<file path="src/rtl/fetch_npc_pkg.sv">
// fetch_npc_pkg
//   Shared definitions for the fetch next-PC block and its BTB:
//   - pred_state_e : two-bit saturating predictor counter encodings
//   - INST_BYTES   : fetch step, in bytes
//   - RESET_PC_DEFAULT : default fetch PC after reset
package fetch_npc_pkg;

  typedef enum logic [1:0] {
    SNT = 2'b00,
    WNT = 2'b01,
    WT  = 2'b10,
    ST  = 2'b11
  } pred_state_e;

  localparam int unsigned INST_BYTES       = 4;
  localparam logic [31:0] RESET_PC_DEFAULT = 32'h0000_0000;

endpackage

</file>
<file path="src/rtl/fetch_npc_btb.sv">
// btb_array
//   Direct-mapped branch target buffer.
//   index = pc[IDX_W+1:2], tag = pc[PC_W-1:IDX_W+2]; each entry holds
//   valid, tag and target.
// Ports:
//   clk_i, rst_n        clock; synchronous active-low clear of valid bits
//   rd_pc_i             lookup PC (asynchronous read)
//   rd_hit_o            entry valid and tag equal
//   rd_target_o         stored target on a hit, 0 on a miss
//   wr_en_i             perform a write/invalidate on this edge
//   wr_set_i            1: write tag+target and set valid; 0: clear valid
//   wr_pc_i             PC selecting index and tag of the write
//   wr_target_i         target to store
module btb_array
  import fetch_npc_pkg::*;
#(
  parameter int ENTRIES = 16,
  parameter int PC_W    = 32
) (
  input  logic            clk_i,
  input  logic            rst_n,
  input  logic [PC_W-1:0] rd_pc_i,
  output logic            rd_hit_o,
  output logic [PC_W-1:0] rd_target_o,
  input  logic            wr_en_i,
  input  logic            wr_set_i,
  input  logic [PC_W-1:0] wr_pc_i,
  input  logic [PC_W-1:0] wr_target_i
);

  localparam int IDX_W = $clog2(ENTRIES);
  localparam int TAG_W = PC_W - IDX_W - 2;

  logic [ENTRIES-1:0] valid_q, valid_d;
  logic [TAG_W-1:0]   tag_q    [ENTRIES];
  logic [TAG_W-1:0]   tag_d    [ENTRIES];
  logic [PC_W-1:0]    target_q [ENTRIES];
  logic [PC_W-1:0]    target_d [ENTRIES];

  logic [IDX_W-1:0] rd_idx, wr_idx;
  logic [TAG_W-1:0] rd_tag, wr_tag;

  // Instruction-aligned PCs: the two byte-offset bits take no part in lookup.
  logic unused_lsbs;
  assign unused_lsbs = ^{rd_pc_i[1:0], wr_pc_i[1:0]};

  assign rd_idx = rd_pc_i[IDX_W+1:2];
  assign rd_tag = rd_pc_i[PC_W-1:IDX_W+2];
  assign wr_idx = wr_pc_i[IDX_W+1:2];
  assign wr_tag = wr_pc_i[PC_W-1:IDX_W+2];

  // Lookup sees the registered contents, so a write in the same cycle is
  // visible only from the next cycle.
  assign rd_hit_o    = valid_q[rd_idx] && (tag_q[rd_idx] == rd_tag);
  assign rd_target_o = rd_hit_o ? target_q[rd_idx] : '0;

  // NOTE: every variable gets its default at the top of always_comb so no
  // path leaves it unassigned (which would infer a latch); combinational
  // blocks use blocking '=', clocked blocks use non-blocking '<='.
  always_comb begin
    valid_d  = valid_q;
    tag_d    = tag_q;
    target_d = target_q;
    if (wr_en_i) begin
      valid_d[wr_idx] = wr_set_i;
      if (wr_set_i) begin
        tag_d[wr_idx]    = wr_tag;
        target_d[wr_idx] = wr_target_i;
      end
    end
    if (!rst_n) begin
      valid_d = '0;
    end
  end

  // NOTE: only the valid bits are reset; tag and target are storage that is
  // never observed while its valid bit is clear, so it needs no reset.
  always_ff @(posedge clk_i) begin
    valid_q  <= valid_d;
    tag_q    <= tag_d;
    target_q <= target_d;
  end

endmodule

</file>
<file path="src/rtl/fetch_npc.sv">
// fetch_npc
//   Fetch-stage next-PC generator. Holds the fetch PC, looks it up in the
//   BTB, combines a hit with the predictor's direction bit, and handles
//   branch resolutions from execute (redirect on mispredict, BTB update,
//   registered predictor training strobe).
// Configuration macro: BPU_BTB_EN
//   defined   : btb_array instantiated
//   undefined : no BTB storage, static not-taken prediction
// Ports:
//   clk_i, rst_n                synchronous active-low reset
//   stall_i                     hold fetch PC
//   predict_i                   predictor direction (1 = taken)
//   pc_o                        current fetch PC
//   pred_taken_o, pred_target_o prediction for pc_o
//   ex_valid_i .. ex_pred_target_i  resolved instruction from execute
//   redirect_o, redirect_pc_o   mispredict flush and corrected PC
//   train_valid_o, train_taken_o    registered predictor training
module fetch_npc
  import fetch_npc_pkg::*;
#(
  parameter int              ENTRIES  = 16,
  parameter int              PC_W     = 32,
  parameter logic [PC_W-1:0] RESET_PC = PC_W'(RESET_PC_DEFAULT)
) (
  input  logic            clk_i,
  input  logic            rst_n,
  input  logic            stall_i,
  input  logic            predict_i,
  output logic [PC_W-1:0] pc_o,
  output logic            pred_taken_o,
  output logic [PC_W-1:0] pred_target_o,
  input  logic            ex_valid_i,
  input  logic            ex_is_branch_i,
  input  logic [PC_W-1:0] ex_pc_i,
  input  logic            ex_taken_i,
  input  logic [PC_W-1:0] ex_target_i,
  input  logic            ex_pred_taken_i,
  input  logic [PC_W-1:0] ex_pred_target_i,
  output logic            redirect_o,
  output logic [PC_W-1:0] redirect_pc_o,
  output logic            train_valid_o,
  output logic            train_taken_o
);

  localparam logic [PC_W-1:0] STEP = PC_W'(INST_BYTES);

  logic [PC_W-1:0] pc_q, pc_d;
  logic            train_valid_q, train_valid_d;
  logic            train_taken_q, train_taken_d;

  logic            btb_hit;
  logic [PC_W-1:0] btb_target;
  logic            dir_miss, tgt_miss, alias_miss;

`ifdef BPU_BTB_EN
  logic btb_wr_en;

  // Taken branches allocate; a non-branch that was predicted taken aliased
  // onto someone else's entry, so that entry is dropped.
  assign btb_wr_en = ex_valid_i &&
                     ((ex_is_branch_i && ex_taken_i) ||
                      (!ex_is_branch_i && ex_pred_taken_i));

  btb_array #(
    .ENTRIES (ENTRIES),
    .PC_W    (PC_W)
  ) u_btb (
    .clk_i       (clk_i),
    .rst_n       (rst_n),
    .rd_pc_i     (pc_q),
    .rd_hit_o    (btb_hit),
    .rd_target_o (btb_target),
    .wr_en_i     (btb_wr_en),
    .wr_set_i    (ex_is_branch_i),
    .wr_pc_i     (ex_pc_i),
    .wr_target_i (ex_target_i)
  );
`else
  // Static not-taken: every taken branch resolves as a mispredict.
  assign btb_hit    = 1'b0;
  assign btb_target = '0;
`endif

  assign pc_o          = pc_q;
  assign pred_taken_o  = rst_n && btb_hit && predict_i;
  assign pred_target_o = btb_target;

  assign dir_miss   = ex_is_branch_i && (ex_taken_i != ex_pred_taken_i);
  assign tgt_miss   = ex_is_branch_i && ex_taken_i && ex_pred_taken_i &&
                      (ex_target_i != ex_pred_target_i);
  assign alias_miss = !ex_is_branch_i && ex_pred_taken_i;

  assign redirect_o = rst_n && ex_valid_i && (dir_miss || tgt_miss || alias_miss);

  always_comb begin
    redirect_pc_o = '0;
    if (redirect_o) begin
      redirect_pc_o = (ex_taken_i && ex_is_branch_i) ? ex_target_i : ex_pc_i + STEP;
    end
  end

  // Lowest priority first; later assignments override.
  always_comb begin
    pc_d = pc_q + STEP;
    if (pred_taken_o) pc_d = pred_target_o;
    if (stall_i)      pc_d = pc_q;
    if (redirect_o)   pc_d = redirect_pc_o;
    if (!rst_n)       pc_d = RESET_PC;
  end

  always_comb begin
    train_valid_d = 1'b0;
    train_taken_d = 1'b0;
    if (rst_n) begin
      train_valid_d = ex_valid_i && ex_is_branch_i;
      train_taken_d = ex_taken_i;
    end
  end

  always_ff @(posedge clk_i) begin
    pc_q          <= pc_d;
    train_valid_q <= train_valid_d;
    train_taken_q <= train_taken_d;
  end

  assign train_valid_o = train_valid_q;
  assign train_taken_o = train_taken_q;

endmodule

</file>
<file path="config.mk">
export PLATFORM = sky130hd
export DESIGN_NAME = fetch_npc
export DESIGN_NICKNAME = d
export VERILOG_FILES = /design/src/rtl/fetch_npc_pkg.sv /design/src/rtl/fetch_npc_btb.sv /design/src/rtl/fetch_npc.sv
export SDC_FILE = /design/constraint.sdc
export NUM_CORES = 1
export LEC_CHECK = 0
export ABC_AREA = 0
export CORE_MARGIN = 2
export CORE_UTILIZATION = 40
export CTS_CLUSTER_SIZE = 8
export DETAILED_ROUTE_END_ITERATION = 16
export GPL_ROUTABILITY_DRIVEN = 0
export GPL_TIMING_DRIVEN = 0
export PLACE_DENSITY = 0.89
export SLEW_MARGIN = 20
export SYNTH_ARGS = -nofsm -noshare
export SYNTH_HDL_FRONTEND = slang
export SYNTH_SLANG_ARGS = --single-unit
export TNS_END_PERCENT = 5
</file>
<file path="constraint.sdc">
create_clock -name clk_i -period 3.65 [get_ports clk_i]
set_clock_uncertainty 0.05 [all_clocks]
set_input_delay 0.5475 -clock clk_i [delete_from_list [all_inputs] [get_ports clk_i]]
set_output_delay 0.5475 -clock clk_i [all_outputs]
set_load 0.03 [all_outputs]
</file>
==> Word-level counts from Yosys, hierarchy flattened <==
Index checks and enable logic that the tools add are counted.
{ "op_classes": {"add_sub_neg": 2, "n_mux": 4, "n_eq_ne": 3, "n_reduce_logical": 11} }
{ "op_table": {"columns": ["cell", "n"], "rows": [
  ["32-bit two-way mux", 4],
  ["32-bit by 3-bit adder with 32-bit output (second input constant)", 2],
  ["32-bit inequality test", 1],
  ["1-bit logical AND", 8],
  ["1-bit logical OR", 2],
  ["2-bit by 1-bit inequality test with 1-bit output (second input constant)", 1],
  ["1-bit logical NOT", 1],
  ["1-bit inequality test", 1]
]} }
{ "totals": {"reg_bits": 34, "output_inout_bits": 100, "in_bits": 104, "elab_cells": 23} }

==> Longest topological paths before layout <==
{ "logic_depth": {"word_depth": 8, "ltp_mapped": 8, "ltp_nobuf": 7} }

==> Worst setup path after synthesis <==
Ideal clock, no wire load.
{ "synth_timing": {"kind": "input to output", "from": "input ex_pc_i[2]", "to": "output redirect_pc_o[28]", "path_buffers": 0, "required_ns": 3.053, "t_arrival_ns": 2.654, "slack_ns": 0.399, "stages": 6, "path_cell_list": "ha_1 -> nand2_1 -> nor4_1 -> nand3_1 -> xor2_1 -> a211oi_1"} }
{ "synth_between": {"elab_chain_len": 3} }
{ "synth_rtl": {"columns": ["element", "line", "rtl"], "rows": [
  ["from (decl)", "fetch_npc.sv:34", "input logic [PC_W-1:0] ex_pc_i,"],
  ["32-bit by 3-bit adder with 32-bit output", "fetch_npc.sv:98", "redirect_pc_o = (ex_taken_i && ex_is_branch_i) ? ex_target_i : ex_pc_i + STEP;"],
  ["32-bit two-way mux", "fetch_npc.sv:98", null],
  ["32-bit two-way mux", "fetch_npc.sv:97", "if (redirect_o) begin"],
  ["to (decl)", "fetch_npc.sv:40", "output logic [PC_W-1:0] redirect_pc_o,"]
]} }
No other way between the ends.

==> Final worst setup path <==
{ "layout_timing": {"from": "input ex_pc_i[8]", "to": "output redirect_pc_o[29]"} }
Same word-level chain as after synthesis.

==> results.json <==
{
  "maxCapViolCount": 0,
  "worst_pin_slew_ns": 0.9912,
  "synth.ff_latch_count": 34,
  "hold_ws_ns": 0.4787,
  "final_common_cell": "clkdlybuf4s50_1",
  "dp.final_hpwl_mm": 12.42,
  "min_period_ns": 3.608,
  "final_cell_mix": "clkdlybuf4s50_1 (133), xnor2_1 (54), buf_4 (38), nand2_1 (36), nor2_1 (36)",
  "status": "completed",
  "clock_path_buffers": 2,
  "synth.avg_cell_area_um2": 7.294,
  "leakage_uw": 0.002342,
  "clkTransAtPathRegs_ns": 0.07,
  "n_antenna_cell": 0,
  "core_area_mm2": 0.008721,
  "hp-start": "pc_o[19]",
  "synth_cells": 492,
  "worstSkewPairLatency_ns": 0.30,
  "cts_buffers": 5,
  "final_area_mm2": 0.005742,
  "routedWlPerCell_um": 18.50,
  "gr-total-overflow": 0,
  "wirelength_mm": 14.99,
  "clockRootBuffer": "clkbuf_8",
  "grt_usage_pct": 29.34,
  "crit_fanout": 7,
  "synth_edf_count": 0,
  "drive_gt1_share_pct": 11.54,
  "critical_path_class": "input port to output pin",
  "cts_tree": "done",
  "setup_violations": 0,
  "fin_nets": 807,
  "drv_slew": 0,
  "dr.pass1.iters": 9,
  "worstReg2RegStart": "pc_o[10]",
  "synth_cell_type_count": 50,
  "initial_core_util_pct": 41.15,
  "grt_pass1_wl_mm": 22.94,
  "max_freq_mhz": 277.2,
  "cts.sinks": 34,
  "io_buffers": 168,
  "cp-end-kind": "output pin",
  "postPlaceCellArea_mm2": 0.005525,
  "die-area_mm2": 0.009745,
  "grt_pass1_vias": 4592,
  "rsz0062_at_grt": "true",
  "yosys.area.top_type": "dfxtp_1",
  "async_reset_ff_share_pct": 0,
  "synth-main-ff-cell": "dfxtp_1",
  "cp-start-kind": "input port",
  "grt_start_max_net_pins": 12,
  "hold_class": "register to register",
  "via_per_inst": 5.721,
  "ant_nets": 0,
  "power.density_mw_per_mm2": 230.2,
  "relSlewSlack_pct": 32.21,
  "ir_drop_mv": 0.1162,
  "finalCritPeriodShare_pct": 98.84,
  "synth.area.top_cells": "dfxtp_1 (19%), xnor2_1 (14%), buf_4 (6.9%), a211oi_1 (5.9%), xor2_1 (5.9%)",
  "die_h_um": 98.72,
  "yosysSeqAreaShare_pct": 18.97,
  "startpoint": "ex_pc_i[8]",
  "rows": 34,
  "antenna_found_initial": 0,
  "num_vias": 4634,
  "drcViolationCount": 0,
  "synth_area_mm2": 0.003588,
  "syn2layout_area_growth_pct": 60.01,
  "yosysWarnings": 0,
  "hold_viol_final": 0,
  "cp.required_ns": 3.05,
  "finalPower_uw": 1322,
  "cp_data_arrival_time_ns": 3.01,
  "htree_num_levels": 2,
  "yosysTopAreaCellShare_pct": 18.97,
  "pin_count": 204,
  "die_w_um": 98.72,
  "drt_iter0_drc": 345
}
[critical path, cell delays in order]
cell and delay (ns):
clkdlybuf4s50_1 0.58, nand4_1 0.11, buf_4 0.17, nor4_4 0.37, buf_4 0.24, nand4_1 0.12
xor2_1 0.19, a211oi_1 0.24, dlygate4sd2_1 0.44
[registers in the layout, summed over array words and instances (netlist names)]
name,flops
train_valid_o,1
train_taken_o,1
pc_o,32
[cell families after synthesis]
family                   after synthesis  share of synthesized area, %
AO/OA/AOI/OAI                        100                         18.79
XOR/XNOR                              80                         19.53
adder cells (fa/ha/maj)                2                        0.6972
buffers and inverters                 78                         11.65
flip-flops                            34                         18.97
multiplexers                          12                         3.347
other                                  1                        0.1045
AND/OR/NAND/NOR                      185                         26.92
[stage by stage]
step / setup slack, ns / utilization (%) / TNS, ns / std cells
floorplan: 0.3989 / - / 0 / 524
global placement: -0.8909 / 63.36 / -23.89 / 800
detailed placement: -0.9304 / 63.36 / -23.35 / 800
CTS: -0.03356 / 65.44 / -0.05750 / 810
global route: -0.02650 / 65.84 / -0.1052 / 810
finish: 0.04218 / 65.84 / 0 / 810
[worst paths after layout]
kind | slack [ns] | depth (start not counted) | end
max | 0.04 | 9 | redirect_pc_o[29]
min reg2reg | 0.48 | 2 | pc_o[19]
max reg2reg | 1.17 | 7 | pc_o[29]
min | 0.48 | 2 | pc_o[19]
[area by class of cell]
| cell class | instances | area [um2] |
|---|---|---|
| fillers | 727 | 2979 |
| multi-input cells | 412 | 2746 |
| repair buffers | 172 | 1662 |
| flip-flops and latches | 34 | 680.7 |
| plain buffers | 58 | 355.3 |
| well taps | 108 | 135.1 |
| clock buffers | 6 | 82.58 |
| inverters | 18 | 67.56 |
| clock inverters | 2 | 12.51 |
[synth_stat cells, types with 2 or more instances]
master	number
a211oi_1	28
a21oi_1	33
a221oi_1	4
a22oi_1	2
a311oi_1	2
a31o_2	2
and2_1	7
and3_1	11
and4_1	4
buf_1	3
buf_4	33
clkbuf_1	23
dfxtp_1	34
ha_1	2
inv_1	18
mux2i_1	12
nand2_1	39
nand2b_1	2
nand3_1	24
nand4_1	20
nand4b_1	2
nor2_1	36
nor3_1	14
nor4_1	16
o2111a_1	3
o211a_1	2
o21ai_0	14
o31ai_1	2
xnor2_1	56
xor2_1	24
[per-layer routing]
layer	track usage, %	wire length [um]
met4	16.23	788
met5	0	0
met1	32.09	5332
met2	53.06	7562
met3	5.603	1304
[timing repair]
action	4_1_cts	5_1_grt
hold buffers	0	0
buffers inserted	3	1
gates resized for setup	64	24
pin swaps	3	3
endpoints found under the setup margin	33	18
[power by group]
| part | leakage (uW) | internal [uW] | switching, uW | total, uW |
|---|---|---|---|---|
| Sequential | 0.000279 | 394 | 30.8 | 425 |
| Clock | 0.0000472 | 152 | 150 | 302 |
| Combinational | 0.00202 | 265 | 330 | 595 |
No activity file was read; power rests on OpenSTA's default activity.
